### config.mk
export PLATFORM = sky130hd
export DESIGN_NAME = nl_input_buffer
export DESIGN_NICKNAME = d
export VERILOG_FILES = /design/src/rtl/nl_input_buffer.sv
export SDC_FILE = /design/constraint.sdc
export NUM_CORES = 1
export LEC_CHECK = 0
export CORE_MARGIN = 8
export CORE_UTILIZATION = 35
export CTS_BUF_LIST = sky130_fd_sc_hd__clkbuf_16
export CTS_CLUSTER_SIZE = 16
export DETAILED_ROUTE_END_ITERATION = 8
export HOLD_SLACK_MARGIN = 0.1
export PLACE_DENSITY = 0.57
export SYNTH_ARGS = -nofsm -noshare
export SYNTH_HDL_FRONTEND = slang
export SYNTH_SLANG_ARGS = --single-unit
### constraint.sdc
create_clock -name clk -period 2.9 [get_ports clk]
set_input_delay 0.435 -clock clk [delete_from_list [all_inputs] [get_ports clk]]
set_output_delay 0.435 -clock clk [all_outputs]
set_load 0.02 [all_outputs]
### src/rtl/nl_input_buffer.sv
// Router input flit FIFO: a flit accepted at edge N is visible after edge N (no bypass); one credit pulse follows each dequeue.
// No backpressure: upstream credits prevent overrun, and a write into a full FIFO without a dequeue is dropped and flagged.
module nl_input_buffer #(
    parameter int FLIT_W = 64,
    parameter int DEPTH  = 4,
    parameter int CNT_W  = $clog2(DEPTH + 1)
) (
    input  logic              clk,
    input  logic              rst_n,
    input  logic [FLIT_W-1:0] flit_in,
    input  logic              flit_valid_in,
    output logic [FLIT_W-1:0] flit_out,
    output logic              flit_valid_out,
    input  logic              deq,
    output logic              credit_out,
    output logic [CNT_W-1:0]  occupancy,
    output logic              overflow_err
);

    localparam int PTR_W = $clog2(DEPTH);

    logic [FLIT_W-1:0] mem_q [DEPTH];
    logic [FLIT_W-1:0] mem_d [DEPTH];
    logic [PTR_W-1:0]  wp_q, wp_d;
    logic [PTR_W-1:0]  rp_q, rp_d;
    logic [CNT_W-1:0]  occ_q, occ_d;
    logic              credit_q, credit_d;
    logic              ovf_q, ovf_d;
    logic              full;
    logic              deq_eff;
    logic              enq;

    always_comb begin
        full     = (occ_q == CNT_W'(DEPTH));
        deq_eff  = deq & (occ_q != '0);
        // At full, a same-cycle dequeue frees the slot the write lands in.
        enq      = flit_valid_in & (~full | deq_eff);

        mem_d    = mem_q;
        wp_d     = wp_q;
        rp_d     = rp_q;
        occ_d    = occ_q;
        credit_d = deq_eff;
        ovf_d    = ovf_q | (flit_valid_in & full & ~deq_eff);

        if (enq) begin
            mem_d[wp_q] = flit_in;
            wp_d        = wp_q + PTR_W'(1);
        end
        if (deq_eff) begin
            rp_d = rp_q + PTR_W'(1);
        end
        case ({enq, deq_eff})
            2'b10:   occ_d = occ_q + CNT_W'(1);
            2'b01:   occ_d = occ_q - CNT_W'(1);
            default: occ_d = occ_q;
        endcase
    end

    // Storage is deliberately left out of reset; its contents are meaningless while empty.
    always_ff @(posedge clk) begin
        mem_q <= mem_d;
    end

    always_ff @(posedge clk) begin
        if (!rst_n) begin
            wp_q     <= '0;
            rp_q     <= '0;
            occ_q    <= '0;
            credit_q <= 1'b0;
            ovf_q    <= 1'b0;
        end else begin
            wp_q     <= wp_d;
            rp_q     <= rp_d;
            occ_q    <= occ_d;
            credit_q <= credit_d;
            ovf_q    <= ovf_d;
        end
    end

    assign flit_out       = mem_q[rp_q];
    assign flit_valid_out = (occ_q != '0);
    assign credit_out     = credit_q;
    assign occupancy      = occ_q;
    assign overflow_err   = ovf_q;

endmodule

==> results of run 1 <==
[sequential cells by signal, indices dropped and copies added (netlist names)]
| signal | cells |
|---|---|
| mem_q | 256 |
| rp_q | 2 |
| wp_q | 2 |
| credit_out | 1 |
| occupancy | 3 |
| overflow_err | 1 |
[tightest hold or removal path, delay by kind of cell, from the launching register on]
kind,cells,cell delay [ns]
flip-flops,1,0.34
multiplexers,1,0.05
AND/OR/NAND/NOR,1,0.06
[through the flow]
stage,total power (uW),cell area (um^2)
after floorplan,6245,9772
after global placement,7370,11760
after detailed placement,7406,11760
after CTS,10810,12680
after global routing,11070,12680
final,10610,12680
[cells by family (layout without fill, tap and decap cells)]
| group | count (synthesis) | in the layout | synth area share |
|---|---|---|---|
| DFF | 265 | 265 | 0.8055 |
| muxes | 66 | 66 | 0.1496 |
| buffers and inverters | 23 | 214 | 0.01755 |
| and+or+nand+nor | 21 | 21 | 0.01243 |
| adders and majority gates | 6 | 6 | 0.008455 |
| AOI/OAI and AO/OA | 6 | 6 | 0.003716 |
| xor gates and xnor gates | 3 | 3 | 0.002691 |
[power breakdown]
group	internal (uW)	switching, uW	leakage, uW
Sequential	4510	106	0.00243
Clock	1940	1330	0.000453
Combinational	1450	1280	0.00118
[repair_timing]
| item | in CTS | in global routing |
|---|---|---|
| buffers inserted | 6 | 0 |
| setup endpoints to repair | 54 | 0 |
| resized for setup | 0 | 0 |
[routing by layer]
layer / up-vias / GRT usage
li1: 1998 / -
met1: 2354 / 0.1435
met2: 120 / 0.1925
met3: 32 / 0.02869
met4: 2 / 0.03090
met5: - / 0
[synth_stat cells (all sizes together)]
library cell and number:
a21boi 1, a21oi 2, and2 8, buf 13
clkbuf 4, dfxtp 9, edfxtp 256, fa 1
ha 5, inv 6, mux2i 2, mux4 64
nand2 6, nand2b 1, nand4b 1, nor2b 2
nor4b 1, o21ai 2, o31a 1, or3 2
xnor2 1, xor2 2
[area by class of cell]
type	instances	share of cell area
Sequential cell	265	0.6212
Multi-Input combinational cell	102	0.1371
Timing Repair Buffer	159	0.1360
Clock buffer	27	0.05330
Tap cell	378	0.03731
Clock inverter	22	0.01332
Inverter	6	0.001777
[worst max path at each step]
stage | from | endpoint | slack, ns | depth (start not counted)
floorplan | occupancy[2] | occupancy[2] | 0.58 | 10
global placement | deq | occupancy[2] | 0.30 | 10
detailed placement | deq | occupancy[2] | 0.18 | 10
CTS | rp_q[1] | flit_out[61] | 0.06 | 3
global route | rp_q[1] | flit_out[61] | 0.02 | 3
finish | rp_q[1] | flit_out[61] | 0.12 | 3
[cell usage in the layout, fill, tap and decap left out, drive strengths merged, types with 3 or more instances in the layout]
cell type and instances:
clkdlybuf4s50 137, ha 5, buf 22, inv 15
nand2 6, edfxtp 256, mux4 64, and2 8
bufinv 3, clkinv 10, dfxtp 9, clkbuf 27
==> metrics, run 1 <==
Starting Density 0.3535; clock edge transition at the registers on the reported setup and hold paths 0.06 ns; cell area after technology mapping 9767 um^2; min setup slack post-route 0.1237 ns; net count after synthesis 464; sequential cell area fraction in the yosys report 0.8055; Floorplan Core Area 27630 um^2; count of cells along the worst register-to-register path 9; number of buffers between clock root and the deepest sink 3; post-detailed-route count of antenna-violating nets 0; CTS tree yes; Hold Path Sink wp_q[0]; hold violation count in the final report 0; warning count from the yosys run 0; initial antenna violation count 1; number of detailed-route iterations in the first pass 5; HPWL after detailed placement 11880 um; Period Utilization, post-route 0.9573; reg-to-reg setup timing slack 0.66 ns; wire length of the first global-routing pass 29390 um; Final #Nets 635; setup repair after global routing missed its margin no; pre-CTS setup slack 0.1768 ns; leftover overflow at the end of global routing 0; floorplan die width 183.1 um; largest area contributor in the synthesized netlist edfxtp_1; max-slew violation count 0; cell types occupying the most area after synthesis edfxtp_1, mux4_2, dfxtp_1; detailed-routed wire length on met3 1240 um; I/O pin count 138; number of register bits inferred by synthesis 265; element type at the critical path end output pin; floorplan die area 33510 um^2; Hold Slack 0.5056 ns; classification of the worst-slack hold path register to register; synthesis-to-layout area growth 29.80%; register area 7875 um^2; crit-path cells buf_12 > mux4_2 > clkdlybuf4s50_1; Setup TNS 0 ns; H-tree levels 1; top routing layer used met5; final core utilization 0.4588; cell family with most CP delay buffers and inverters; status finished clean; DP Cell Count 904; peak ir drop on the vdd network 561.2 uV; slew of the pin with the lowest slew margin 0.4137 ns; detailed-route vias per instance 4.699; share of final-layout standard cells stronger than drive strength 1 0.2203; top cell type's share of synthesized area 0.7871; cell type of the slowest stage on the worst timing path dfxtp_4; worst skew pair latency 0.51 ns; Post-CTS Hold Fix Bufs 0; endpoint required time on the critical path 2.47 ns; Post-Route Skew 0.006459 ns; category of the critical setup timing path register to output pin; via count 4506; Leak Pwr 0.004054 uW; diode count 0; final weighted congestion of routability-driven global placement 0.6904; number of distinct standard cells referenced by the synthesized netlist 26; number of max-cap violations 0; number of buffers created by CTS 27; hold path cells 2; total met2 wirelength after detailed routing 9378 um; Port Buffer Count 137; number of core rows 61; pin count of the biggest net entering global routing 27; final number of setup-violating endpoints 0; remaining routing DRC violations 0; Worst Path Buf+Inv 2; wire length per cell 19.95 um; initial drt markers 222; maximum fanout count along the critical path 25; Synth Area per Inst 25.04 um^2; cell count after synthesis 390; clk sinks 265; Power Dens Cells 836.6 nW/um^2; minimum period implied by the final worst setup slack 2.776 ns; Crit Reg-Reg Startpoint occupancy[0]; CP Launch Type register; Max Fclk 360.2 MHz; reg2reg end occupancy[2]; post-layout instance count excluding filler cells 959; Worst EP arrival 2.34 ns; total global routing track utilization 0.1136; detailed-routing wirelength on met1 8180 um; clock root buffer clkbuf_16; fill cell total of the finished layout 2344; chip height 183.1 um; footprint of the multi-input gates 1738 um^2; final wirelength 19130 um; largest stage delay on the critical path 0.60 ns; vias in the first global route 5155; beginning of the worst hold path wp_q[0]; relative max-transition margin 0.7242
Note: power is estimated with default switching activity, not from simulation.
==> inputs of run 2 (changes only) <==
--- a/config.mk
+++ b/config.mk
@@ -5,6 +5,7 @@
 export SDC_FILE = /design/constraint.sdc
 export NUM_CORES = 1
 export LEC_CHECK = 0
+export CAP_MARGIN = 5
 export CORE_MARGIN = 8
 export CORE_UTILIZATION = 35
 export CTS_BUF_LIST = sky130_fd_sc_hd__clkbuf_16
@@ -12,6 +13,8 @@
 export DETAILED_ROUTE_END_ITERATION = 8
 export HOLD_SLACK_MARGIN = 0.1
 export PLACE_DENSITY = 0.57
+export SETUP_SLACK_MARGIN = 0.5
+export SKIP_CTS_REPAIR_TIMING = 1
 export SYNTH_ARGS = -nofsm -noshare
 export SYNTH_HDL_FRONTEND = slang
 export SYNTH_SLANG_ARGS = --single-unit
==> metrics, run 2 (same netlist as run 1, synthesis figures left out) <==
status finished clean; final weighted congestion of routability-driven global placement 0.6904 (unchanged); initial drt markers 245 (+10%); maximum fanout count along the critical path 8 (-68%); beginning of the critical path rp_q[0]; wire length of the first global-routing pass 29240 um (-0.52%); classification of the worst-slack hold path register to register; Power Total 10770 uW (+1.5%); element type at the critical path end output pin; reg-to-reg setup timing slack 0.74 ns (+0.08 ns); diode count 0 (unchanged); number of detailed-route iterations in the first pass 4 (-1); post-layout instance count excluding filler cells 968 (+0.94%); final number of setup-violating endpoints 0 (unchanged); number of buffers between clock root and the deepest sink 3 (unchanged); leading cell types in the layout, fill and taps excluded edfxtp_1, clkdlybuf4s50_1, mux4_2, buf_6, clkbuf_16; pin count of the biggest net entering global routing 27 (unchanged); Period Utilization, post-route 0.8533 (-0.1040); DP Cell Count 904 (unchanged); peak ir drop on the vdd network 579.4 uV (+3.2%); remaining routing DRC violations 0 (unchanged); Placed Instance Area 11760 um^2 (unchanged); I/O pin count 138 (unchanged); post-detailed-route count of antenna-violating nets 0 (unchanged); most common cell after layout, fill and taps aside edfxtp_1; HPWL after detailed placement 11880 um (unchanged); endpoint required time on the critical path 2.47 ns (about the same); number of buffers created by CTS 27 (unchanged); Post-Route Skew 0.007287 ns (+0.0008283 ns); wire length per cell 20.25 um (+1.5%); number of flip-flops in the largest register 256 (unchanged); count of cells along the worst register-to-register path 9 (unchanged); final wirelength 19600 um (+2.5%); leftover overflow at the end of global routing 0 (unchanged); worst skew pair latency 0.51 ns (about the same); via count 4553 (+1.0%); max-slew violation count 0 (unchanged); hold violation count in the final report 0 (unchanged); CP Launch Type register; slew of the pin with the lowest slew margin 0.4111 ns (-0.002588 ns); number of max-cap violations 0 (unchanged); initial antenna violation count 1 (unchanged); clk sinks 265 (unchanged); reg2reg end occupancy[2]; Worst EP arrival 2.04 ns (-0.30 ns); category of the critical setup timing path register to output pin; minimum period implied by the final worst setup slack 2.475 ns (-0.3016 ns); endpoint of the most critical setup path flit_out[58]; Port Buffer Count 137 (unchanged); clock edge transition at the registers on the reported setup and hold paths 0.06 ns (about the same); relative max-transition margin 0.7259 (+0.001726); Max Fclk 404.1 MHz (+12%); Hold Slack 0.5128 ns (+0.007164 ns); CTS tree yes; vias in the first global route 5138 (-0.33%); share of final-layout standard cells stronger than drive strength 1 0.3254 (+0.1051); Floorplan Core Area 27630 um^2 (unchanged); Power Dens Cells 839.8 nW/um^2 (+0.38%); Leak Pwr 0.004306 uW (+6.2%); clock root buffer clkbuf_16; number of core rows 61 (unchanged); setup repair after global routing missed its margin yes; chip height 183.1 um (unchanged); Starting Density 0.3535 (unchanged); H-tree levels 1 (unchanged); cell area after layout 12820 um^2 (+1.1%); Crit Reg-Reg Startpoint occupancy[0]; register bank with the most flops mem_q; floorplan die width 183.1 um (unchanged); Final #Nets 644 (+1.4%); total global routing track utilization 0.1129 (-0.0006885); synthesis-to-layout area growth 31.24%; detailed-route vias per instance 4.704 (+0.10%); floorplan die area 33510 um^2 (unchanged)
==> run 2: cell type report <==
cell class,count,area (um^2)
Timing Repair Buffer,168,1859
Multi-Input combinational cell,102,1744
Sequential cell,265,7875
Tap cell,378,473.0
Clock inverter,22,168.9
Clock buffer,27,675.6
Inverter,6,22.52
Fill cell,2345,14810
==> run 2: worst min path at each step <==
stage               slack [ns]  cells after the start         from    endpoint
finish                    0.51                      2      wp_q[0]     wp_q[0]
global route              0.54                      1  flit_in[60]  mem_q[124]
CTS                       0.51                      2      wp_q[0]     wp_q[0]
detailed placement        0.50                      2      wp_q[0]     wp_q[0]
global placement          0.47                      2      wp_q[1]     wp_q[1]
floorplan                 0.47                      2      wp_q[1]     wp_q[1]
==> run 2: through the flow <==
step	setup slack (ns)	TNS, ns	util
after floorplan	0.5839	0	-
after global placement	0.2993	0	0.4257
after detailed placement	0.1768	0	0.4257
after CTS	-0.1205	-4.252	0.4563
after global routing	0.3394	0	0.4640
final	0.4253	0	0.4640
==> run 2: worst max-delay path, stage by stage (launching register included) <==
cell and delay [ns]:
dfxtp_4 0.36, buf_4 0.13, buf_12 0.14, buf_16 0.14, mux4_2 0.51, dlymetal6s2s_1 0.22
==> run 2: power by group <==
group / internal, uW / leakage (uW) / switching, uW
combinational: 1520 / 0.00143 / 1380
clock: 1940 / 0.000453 / 1320
sequential: 4510 / 0.00243 / 95.2
total: 7970 / 0.00431 / 2790
==> run 2: layer usage <==
layer / GRT usage / vias to the layer above / share of wire
li1: - / 2020 / -
met3: 0.02869 / 32 / 0.062
met5: 0 / - / 0.00066
met2: 0.1917 / 137 / 0.49
met1: 0.1421 / 2362 / 0.43
met4: 0.03090 / 2 / 0.017
==> inputs of run 3 (changes only) <==
--- a/config.mk
+++ b/config.mk
@@ -5,14 +5,18 @@
 export SDC_FILE = /design/constraint.sdc
 export NUM_CORES = 1
 export LEC_CHECK = 0
+export ABC_AREA = 1
 export CAP_MARGIN = 5
+export CELL_PAD_IN_SITES_DETAIL_PLACEMENT = 1
+export CELL_PAD_IN_SITES_GLOBAL_PLACEMENT = 2
 export CORE_MARGIN = 8
 export CORE_UTILIZATION = 35
 export CTS_BUF_LIST = sky130_fd_sc_hd__clkbuf_16
 export CTS_CLUSTER_SIZE = 16
 export DETAILED_ROUTE_END_ITERATION = 8
+export DONT_BUFFER_PORTS = 1
 export HOLD_SLACK_MARGIN = 0.1
-export PLACE_DENSITY = 0.57
+export PLACE_DENSITY = 0.67
 export SETUP_SLACK_MARGIN = 0.5
 export SKIP_CTS_REPAIR_TIMING = 1
 export SYNTH_ARGS = -nofsm -noshare
==> metrics, run 3 <==
status finished clean; initial antenna violation count 1 (unchanged); Worst EP arrival 1.92 ns (-0.12 ns); hold path cells 2 (unchanged); largest area contributor in the synthesized netlist edfxtp_1; final wirelength 27030 um (+38%); NetSw 3496 uW (+25%); endpoint required time on the critical path 2.47 ns (about the same); number of buffers created by CTS 28 (+3.7%); simple-gate share of the synthesized area 0.06154 (+0.04912); remaining routing DRC violations 0 (unchanged); Starting Density 0.3516 (-0.001923); Sw Share 0.3179 (+0.05837); floorplan die width 184.9 um (+1.0%); net count after synthesis 767 (+65%); Final #Nets 905 (+41%); FFs w/ async S/R, synth 0 (unchanged); total global routing track utilization 0.1419 (+0.02896); number of detailed-route iterations in the first pass 4 (unchanged); HPWL after detailed placement 13890 um (+17%); top cell type's share of synthesized area 0.7701 (-0.01697); I/O pin count 138 (unchanged); Post-Route Skew 0.008155 ns (+0.0008681 ns); wire length per cell 21.87 um (+8.0%); leading cell types in the layout, fill and taps excluded edfxtp_1, nor2_1, o21ai_0, dlygate4sd3_1, buf_4; Floorplan Core Area 28390 um^2 (+2.8%); worst skew pair latency 0.53 ns (+0.02 ns); number of gates on the worst path with buffers counted 4 (-1); Most used DFF post-synth edfxtp_1; mux share of post-synthesis cell area 0 (-0.1496); vias in the first global route 6481 (+26%); count of flip-flops with a built-in enable after synthesis 256 (unchanged); element type at the critical path end output pin; hold violation count in the final report 0 (unchanged); share of final-layout standard cells stronger than drive strength 1 0.1585 (-0.1670); category of the critical setup timing path register to output pin; xor-xnor portion of the synthesized cell area 0 (-0.002690); cell area after technology mapping 9982 um^2 (+2.2%); slew of the pin with the lowest slew margin 0.4593 ns (+0.04818 ns); Synth Area per Inst 14.40 um^2 (-42%); detailed-route vias per instance 5.075 (+7.9%); minimum period implied by the final worst setup slack 2.357 ns (-0.1178 ns); cell type of the slowest stage on the worst timing path dfxtp_4; maximum fanout count along the critical path 33 (+25); compound-cell area share of the yosys netlist 0.1083 (+0.1046); Hold Slack 0.08310 ns (-0.4297 ns); max-slew violation count 0 (unchanged); floorplan die area 34180 um^2 (+2.0%); sequential share of power 0.420 (-0.008); number of flip-flops in the largest register 256 (unchanged); clk sinks 265 (unchanged); peak ir drop on the vdd network 559.0 uV (-3.5%); pin count of the biggest net entering global routing 132 (+390%); cell family with most CP delay flip-flops; count of cells along the worst register-to-register path 13 (+4); number of core rows 62 (+1.6%); number of register bits inferred by synthesis 265 (unchanged); number of max-cap violations 0 (unchanged); sequential cell area fraction in the yosys report 0.7882 (-0.01737); warning count from the yosys run 0 (unchanged); Internal Dissipation 7502 uW (-5.9%); Placed Instance Area 10910 um^2 (-7.3%); most common cell after layout, fill and taps aside edfxtp_1; clock root buffer clkbuf_16; post-synthesis share of cell area spent on full adders, half adders and majority gates 0.008273 (-0.0001823); synthesis-to-layout area growth 26.49%; final number of setup-violating endpoints 0 (unchanged); relative max-transition margin 0.6938 (-0.03212); combinational family with the most area after synthesis compound AO/OA/AOI/OAI gates; chip height 184.9 um (+1.0%); leftover overflow at the end of global routing 0 (unchanged); combinational fraction of design power 0.271 (+0.002); initial drt markers 337 (+38%); setup repair after global routing missed its margin yes; Max Fclk 424.3 MHz (+5.0%); via count 6273 (+38%); Worst Path Buf+Inv 2 (-2); cell types occupying the most area after synthesis edfxtp_1, nor2_1, o22ai_1; classification of the worst-slack hold path input pin to register; crit-path cells buf_16 > o21ai_0 > o22ai_1 > buf_4; Power Total 11000 uW (+2.2%); CP Launch Type register; Port Buffer Count 0 (-100%); diode count 0 (unchanged); Clk network pwr share 0.309 (+0.006); leading cell types by count after synthesis edfxtp_1, nor2_1, o21ai_0; Period Utilization, post-route 0.8127 (-0.04060); final weighted congestion of routability-driven global placement 0.7128 (+3.2%); number of buffers between clock root and the deepest sink 3 (unchanged); Power Dens Cells 871.1 nW/um^2 (+3.7%); Leak Pwr 0.004330 uW (+0.56%); cell with the most instances after synthesis edfxtp_1; clock edge transition at the registers on the reported setup and hold paths 0.06 ns (about the same); number of distinct standard cells referenced by the synthesized netlist 19 (-27%); cell count after synthesis 693 (+78%); Setup TNS 0 ns (unchanged); post-detailed-route count of antenna-violating nets 0 (unchanged); H-tree levels 1 (unchanged); wire length of the first global-routing pass 37690 um (+29%); cell area after layout 12630 um^2 (-1.5%); register bank with the most flops mem_q; CTS tree yes; largest stage delay on the critical path 0.51 ns (about the same)
run 3: changes by cell type in the layout (fill, tap and decap cells not counted), moves of 30 or more:
| cell | delta |
|---|---|
| nor2_1 | +136 |
| o21ai_0 | +74 |
| clkdlybuf4s50_1 | -73 |
| dlygate4sd3_1 | +67 |
| mux4_2 | -64 |
| o22ai_1 | +64 |
| buf_4 | +58 |
| o21ai_1 | +53 |
| buf_6 | -30 |
run 3: cell families (layout without fill, tap and decap cells):
| group | after synthesis | after routing |
|---|---|---|
| AO/OA/AOI/OAI | 200 | 200 |
| adder cells (fa/ha/maj) | 6 | 6 |
| buffers and inverters | 61 | 220 |
| flip-flops | 265 | 265 |
| AND/OR/NAND/NOR | 161 | 161 |
run 3: final cells by class:
cell class | count | area [um^2]
clock buffers | 29 | 725.7
clock inverters | 22 | 153.9
repair buffers | 148 | 1458
well taps | 384 | 480.5
repair inverters | 2 | 22.52
multi-input cells | 367 | 1814
fillers | 2862 | 15770
flip-flops and latches | 265 | 7873
inverters | 19 | 98.84
run 3: power by group through the flow:
stage	Combinational (uW)	Clock, uW	Sequential [uW]
after floorplan	1640	0	4650
after global placement	2620	0	4660
after detailed placement	2690	0	4680
after CTS	2710	3500	4600
after global routing	3220	3640	4640
final	2980	3400	4620
run 3: final timing paths:
path | startpoint | end | slack (ns)
worst max-delay path | rp_q[0] | flit_out[58] | 0.54
worst min-delay path | flit_valid_in | wp_q[1] | 0.08
worst max register to register | occupancy[1] | occupancy[2] | 0.70
worst min register to register | overflow_err | overflow_err | 0.56
run 3: worst register-to-register path, cell delays in order (launching register included):
cell and delay, ns:
dfxtp_1 0.50, nor2_1 0.15, nand2_2 0.21, nand2_1 0.15, inv_2 0.08, ha_1 0.16, inv_1 0.07, fa_1 0.40
inv_1 0.09, nand2_1 0.05, nand3_1 0.08, nand2_1 0.06, nand2_1 0.06, nor2_1 0.04
run 3: metrics by stage:
| stage | worst slack [ns] | instances | utilization |
|---|---|---|---|
| 2_1_floorplan | -0.08092 | 693 | - |
| 3_3_place_gp | 0.7509 | 1111 | 0.3841 |
| 3_5_place_dp | 0.6557 | 1111 | 0.3841 |
| 4_1_cts | 0.2957 | 1162 | 0.4151 |
| 5_1_grt | 0.4694 | 1236 | 0.4447 |
| 6_report | 0.5431 | 1236 | 0.4447 |
run 3: per-layer routing:
layer,vias to the layer above,global-route usage,share of wire
li1,2872,-,-
met1,3204,0.1624,0.42
met2,154,0.2534,0.51
met3,41,0.04296,0.051
met4,2,0.04001,0.019
met5,-,0,0.00048
